==> src/rtl/lap_memory_ctrl.sv <==
// lap_memory_ctrl: circular lap-record buffer sequencing save/clear/scroll requests
// and presenting the selected lap to the LCD writer over a valid/ready handshake.
module lap_memory_ctrl #(
  parameter int DEPTH = 8,
  parameter int TIME_W = 24,
  localparam int AW = $clog2(DEPTH)
) (
  input  logic              clock_i,
  input  logic              reset_i,
  input  logic              save_req_i,
  input  logic              clear_req_i,
  input  logic              scroll_i,
  input  logic [TIME_W-1:0] time_in_i,
  input  logic              lcd_ready_i,
  output logic              lcd_valid_o,
  output logic [TIME_W-1:0] lcd_data_o,
  output logic [AW-1:0]     lcd_index_o,
  output logic [AW:0]       count_o,
  output logic              full_o,
  output logic              busy_o
);
  typedef enum logic [1:0] {IDLE, WRITE, SHOW, CLR} state_t;
  localparam logic [AW-1:0] ONE = AW'(1);
  localparam logic [AW:0] CONE = (AW+1)'(1);
  state_t state_q, state_d;
  logic [TIME_W-1:0] mem_q [DEPTH];
  logic [TIME_W-1:0] hold_q, hold_d, wd;
  logic [AW-1:0] wp_q, wp_d, k_q, k_d, cc_q, cc_d, wa;
  logic [AW:0] count_q, count_d;
  logic sp_q, sp_d, cp_q, cp_d, we;
  assign lcd_valid_o = state_q == SHOW;
  assign lcd_data_o = lcd_valid_o ? mem_q[wp_q - k_q - ONE] : '0;
  assign lcd_index_o = k_q;
  assign count_o = count_q;
  assign full_o = count_q == (AW+1)'(DEPTH);
  assign busy_o = state_q != IDLE || sp_q || cp_q;
  always_comb begin
    state_d = state_q;
    wp_d = wp_q;
    k_d = k_q;
    count_d = count_q;
    hold_d = hold_q;
    sp_d = sp_q;
    cp_d = cp_q;
    cc_d = cc_q;
    we = 1'b0;
    wa = wp_q;
    wd = hold_q;
    // busy-time requests: clear cancels any pending save; the save's time is captured now
    if (state_q != IDLE) begin
      if (clear_req_i) begin
        cp_d = 1'b1;
        sp_d = 1'b0;
      end else if (save_req_i && !cp_q) begin
        sp_d = 1'b1;
        hold_d = time_in_i;
      end
    end
    case (state_q)
      IDLE: begin
        if (clear_req_i || cp_q) begin
          state_d = CLR;
          cc_d = '0;
          cp_d = 1'b0;
          sp_d = 1'b0;
        end else if (save_req_i || sp_q) begin
          state_d = WRITE;
          sp_d = 1'b0;
          hold_d = save_req_i ? time_in_i : hold_q;
        end else if (scroll_i && count_q != '0) begin
          state_d = SHOW;
          k_d = ({1'b0, k_q} + CONE == count_q) ? '0 : k_q + ONE;
        end
      end
      WRITE: begin
        we = 1'b1;
        wp_d = wp_q + ONE;
        count_d = full_o ? count_q : count_q + CONE;
        k_d = '0;
        state_d = SHOW;
      end
      SHOW: state_d = lcd_ready_i ? IDLE : SHOW;
      default: begin
        we = 1'b1;
        wa = cc_q;
        wd = '0;
        cc_d = cc_q + ONE;
        if (cc_q == AW'(DEPTH - 1)) begin
          wp_d = '0;
          count_d = '0;
          k_d = '0;
          state_d = IDLE;
        end
      end
    endcase
  end
  always_ff @(posedge clock_i)
    if (we) mem_q[wa] <= wd;
  always_ff @(posedge clock_i) begin
    if (reset_i) begin
      state_q <= IDLE;
      wp_q <= '0;
      k_q <= '0;
      count_q <= '0;
      hold_q <= '0;
      sp_q <= 1'b0;
      cp_q <= 1'b0;
      cc_q <= '0;
    end else begin
      state_q <= state_d;
      wp_q <= wp_d;
      k_q <= k_d;
      count_q <= count_d;
      hold_q <= hold_d;
      sp_q <= sp_d;
      cp_q <= cp_d;
      cc_q <= cc_d;
    end
  end
endmodule

==> config.mk <==
export PLATFORM = sky130hd
export DESIGN_NAME = lap_memory_ctrl
export DESIGN_NICKNAME = d
export VERILOG_FILES = /design/src/rtl/lap_memory_ctrl.sv
export SDC_FILE = /design/constraint.sdc
export NUM_CORES = 1
export LEC_CHECK = 0
export CAP_MARGIN = 20
export CORE_AREA = 2 2 202 125
export DETAILED_ROUTE_END_ITERATION = 7
export DIE_AREA = 0 0 204 127
export PLACE_DENSITY_LB_ADDON = 0.05
export SLEW_MARGIN = 20
export SYNTH_ARGS = -nofsm -noshare
export SYNTH_HDL_FRONTEND = slang
export SYNTH_SLANG_ARGS = --single-unit
==> constraint.sdc <==
create_clock -name clock_i -period 3.25 [get_ports clock_i]
set_clock_uncertainty 0.1 [all_clocks]
set_input_delay 0.8125 -clock clock_i [delete_from_list [all_inputs] [get_ports clock_i]]
set_output_delay 0.8125 -clock clock_i [all_outputs]
set_load 0.03 [all_outputs]
After elaboration in Yosys (flattened, before gate mapping)
Memory sizes are Yosys's and may differ from the RTL's.
Index checks and enable logic that the tools add are counted.
{"block": "totals", "rom_bits": 0, "latchBits": 0, "ramBits": 192, "mem_count": 1, "out_inout_bits": 34, "in_bits": 30, "register_bits": 41}
{"block": "classes", "order_cmp": 0, "bitwise_logic": 3, "n_shift": 0, "mux": 39, "div": 0, "reduce_logical": 21, "n_addsub": 7, "eq_ne": 12, "multipliers": 0}
{"name": "mem_q", "words": 8, "width": 24, "read_ports": 1, "rd_clocked_by_memory_dff": 0, "write_ports": 1, "line": "26", "text": "logic [TIME_W-1:0] mem_q [DEPTH];"}
{"operator": "$mux 24", "n": 9}
{"operator": "$mux 3", "n": 7}
{"operator": "$pmux 3 s2", "n": 2}
{"operator": "$mux 1", "n": 11}
{"operator": "$mux 2", "n": 5}
{"operator": "$ne 2x2->1 const B", "n": 5}
{"operator": "$add 3x1->3 const B", "n": 3}
{"operator": "$pmux 3 s3", "n": 1}
{"operator": "$mux 4", "n": 2}
{"operator": "$ne 4x4->1 const B", "n": 2}
{"operator": "$pmux 4 s2", "n": 1}
{"operator": "$reduce_bool 4->1", "n": 2}
{"operator": "$pmux 2 s3", "n": 1}
{"operator": "$reduce_and 2->1", "n": 3}
{"operator": "$reduce_and 5->1", "n": 1}
{"operator": "$add 3x1->4 const B", "n": 1}
{"operator": "$add 4x1->4 const B", "n": 1}
{"operator": "$eq 4x4->1", "n": 1}
{"operator": "$eq 4x4->1 const B", "n": 1}
{"operator": "$logic_or 1x1->1", "n": 4}
{"operator": "$reduce_bool 2->1", "n": 2}
{"operator": "$reduce_or 2->1", "n": 2}
{"operator": "$eq 3x3->1 const B", "n": 1}
{"operator": "$not 1->1", "n": 3}
{"operator": "other kinds (10)", "n": 11}

Logic depth before layout (Yosys ltp)
{"block": "logic_depth", "word_depth": 8, "ltp_mapped": 8, "depth_no_buf": 7}

Worst setup path after synthesis
No wires, ideal clock.
{"block": "synth_path", "kind": "flip-flop to output port", "start": "register k_q[0], in the netlist lcd_index_o[0]", "end": "output port lcd_data_o[12]", "t_arrival_ps": 2971, "required_ps": 2338, "stages_incl_launch_ff": 9, "path_buffers": 2, "slack_ps": -633, "path_cell_list": "dfxtp_1 > inv_1 > ha_1 > fa_1 > buf_2 > clkbuf_1 > mux4_2 > nand2_1 > a21boi_0"}
{"block": "synth_via", "elab_chain_len": 4}
{"item": "start: declaration", "line": "28", "text": "logic [AW-1:0] wp_q, wp_d, k_q, k_d, cc_q, cc_d, wa;"}
{"item": "start signal: assignment", "line": "112", "text": "k_q <= k_d;"}
{"item": "$sub 3x3->3", "line": "32", "text": "assign lcd_data_o = lcd_valid_o ? mem_q[wp_q - k_q - ONE] : '0;"}
{"item": "$sub 3x1->3", "line": "32"}
{"item": "$mem_v2 8x24"}
{"item": "$mux 24", "line": "32"}
{"item": "end: declaration", "line": "16", "text": "output logic [TIME_W-1:0] lcd_data_o,"}
Every way passes these cells.

Worst setup path in the final report
{"block": "layout_path", "start": "register wp_q[0]", "end": "output port lcd_data_o[7]"}
{"block": "layout_via", "elab_chain_len": 4}
{"item": "start: declaration", "line": "28"}
{"item": "start signal: assignment", "line": "111", "text": "wp_q <= wp_d;"}
{"item": "$sub 3x3->3", "line": "32"}
{"item": "$sub 3x1->3", "line": "32"}
{"item": "$mem_v2 8x24"}
{"item": "$mux 24", "line": "32"}
Every way passes these cells.

==> flow_summary.ini <==
[timing]
slew_headroom = 0.572
hold_violations = 0
setup_violations = 24
timing.final.ws_setup_ns = -0.214
hold_slack_ns = 0.349
fin_tns_setup_ns = -3.99
max_freq_ghz = 0.289
drv_slew = 0
min_period_ns = 3.46
rsz0062_at_grt = yes
fin_crit_sh = 1.07
tightestPinTransition_ns = 0.637

[global_route]
grt_pass1_vias = 5606
gr-total-overflow = 0
use_met1 = 0.269
grt_pass1_wl_um = 34700
grt_use_met2 = 0.286
antenna_found_initial = 0
busiest_layer = met2
grt_util_all_layers = 0.181
grt_start_max_net_pins = 42
met3_usage = 0.0301

[die]
start_util = 0.396
die_h_um = 127
fp-row-count = 44
pin_count = 64
die_w_um = 204
die_area_um2 = 25900
core-area_um2 = 23900

[detailed_routing]
routed_wl_um = 23000
postRouteAntennaNets = 0
viasPerCell = 5.25
dr.pass1.iters = 5
wl_per_cell_um = 22.0
drc = 0
vias = 5468
first_iter_violations = 335

[power_and_ir_drop]
finalPower_uw = 9140
power_density_nw_per_um2 = 763
leakagePower_uw = 0.00411
peakVddDrop_uv = 373

[synthesis]
syn-instance-count = 613
ys_types = 46
ys_warn_count = 0
synth_area_per_cell_um2 = 15.4
synth_area_leaders = edfxtp_1, mux4_2, dfxtp_1
synth_flop_cell = edfxtp_1
syn-cell-area_um2 = 9460
synth-edff-count = 192
synth_fp_nets = 655
ys_seq_area_frac = 0.696
synth_top_area_share = 0.609
ys_seq_elements = 233
async_reset_ff_frac = 0
synth_area_leader_cell = edfxtp_1

[clock_network]
ctsHoldBuffers = 0
cts_sinks = 233
root_buffer = clkbuf_16
cts_buffers = 23
cts_tree = yes
cts_max_path_buffers = 3
clock_latency_ns = 0.51
h-tree-depth = 1
clkTransAtPathRegs_ns = 0.06

[finish]
layout-drive-gt1-share = 0.319
fin_nets = 746
multi_input_area_um2 = 2980
regArea_um2 = 6590
area_growth_syn_to_layout_pct = 26.7
antennaDiodeCount = 0
final_cell_mix = edfxtp_1, nand2_1, mux4_2
final_common_cell = edfxtp_1
fillers = 2037

[worst_setup_path]
cp_max_fo = 7
crit_chain = ha_4, fa_2, buf_6, buf_12, mux4_2, nand2_2, a21boi_2, buf_12
r2r_slack_ns = 0.72
worstRegToRegCells = 7
reg2reg_to = mem_q[6][11]
max_stage_delay_ns = 0.59
crit_end = lcd_data_o[7]
rr_startpoint = state_q[1]
crit_path_frequent_cell = buf_12
critPathRequiredTime_ns = 2.34
worstPathArrival_ns = 2.55
endpoint_kind = output port
slowest_stage = fa_2
critPathLaunch = wp_q[0]
cp-start-kind = register
criticalPathCategory = reg -> out

[placed_design]
gp_congestion = 0.780
dp_slack_ns = 0.136
dp_hpwl_um = 13500
port_buffers = 63

[outcome]
outcome = finished with violations
violations = negative setup slack

[run]
cap_violations = 0

[worst_hold_path]
hp-class = reg -> reg
-- state kept, by name, indices dropped and copies added (netlist names), 2 cells and up --
| name | flops |
|---|---|
| count_o | 4 |
| lcd_index_o | 3 |
| mem_q | 192 |
| cc_q | 3 |
| state_q | 2 |
| hold_q | 24 |
| wp_q | 3 |
-- what timing repair did --
action / 4_1_cts / 5_1_grt
setup buffers: 4 / 0
gates resized for setup: 52 / 13
cloned: 3 / 0
pin swaps: 16 / 9
endpoints found under the setup margin: 25 / 24
-- synthesized netlist by cell type, types with 2 or more instances --
cell	n
nor2_1	23
a31oi_1	5
nand3_1	3
mux4_2	48
a21oi_1	32
buf_2	9
a21boi_0	24
a22oi_1	6
nand4_1	2
dfxtp_1	41
nand2_1	107
ha_1	11
nor3_1	6
nor3b_1	4
inv_1	12
clkbuf_1	23
nand2b_1	2
edfxtp_1	192
or3_1	2
a32oi_1	2
xnor2_1	5
a21o_1	2
nor2b_1	25
o21ai_0	5
-- power by group --
group | internal, uW | leakage (uW) | switching, uW | total, uW
sequential | 3540 | 0.00212 | 88.3 | 3630
clock | 1430 | 0.000357 | 1110 | 2540
combinational | 1390 | 0.00163 | 1570 | 2970
-- how the worst min path moves through the flow --
stage	start	endpoint	slack, ns	cells past startpoint
floorplan	hold_q[0]	hold_q[0]	0.33	2
global placement	hold_q[1]	hold_q[1]	0.34	2
detailed placement	hold_q[13]	hold_q[13]	0.34	2
CTS	hold_q[11]	hold_q[11]	0.35	2
global route	hold_q[6]	hold_q[6]	0.38	2
finish	hold_q[11]	hold_q[11]	0.35	2
-- worst max-delay path, delay by kind of cell, from the launching register on --
| kind | cells | cell delay (ns) |
|---|---|---|
| buffers and inverters | 3 | 0.42 |
| adder cells (fa/ha/maj) | 2 | 0.75 |
| flip-flops | 1 | 0.37 |
| AND/OR/NAND/NOR | 1 | 0.10 |
| AO/OA/AOI/OAI | 1 | 0.06 |
| multiplexers | 1 | 0.34 |
-- per-stage QoR --
step	instances	utilization	cell area, um2
after floorplan	613	-	9550
after global placement	994	0.459	11000
after detailed placement	994	0.459	11000
after CTS	1042	0.499	11900
after global routing	1042	0.502	12000
final	1042	0.502	12000
-- routing by layer --
metal / wire length [um] / share of wire / up-vias
li1: - / - / 2492
met1: 11200 / 0.49 / 2842
met2: 10600 / 0.46 / 114
met3: 1000 / 0.044 / 20
met4: 239 / 0.010 / 0
met5: 0 / 0 / -
-- layout make-up --
cell class	instances	share of cell area
Clock inverter	11	0.00741
Clock buffer	30	0.0519
Timing Repair Buffer	100	0.105
Inverter	12	0.00376
Multi-Input combinational cell	334	0.248
Tap cell	322	0.0336
Sequential cell	233	0.550
-- logic make-up (layout without fill, tap and decap cells) --
family,Yosys count,in the layout,synth area share
fa+ha+maj,12,12,0.0167
buf+inv,46,153,0.0198
simple gates,183,183,0.0885
compound gates,82,82,0.0552
flops,233,233,0.696
xor+xnor,6,6,0.00555
mux,51,51,0.118
(Power assumes the default switching activity.)
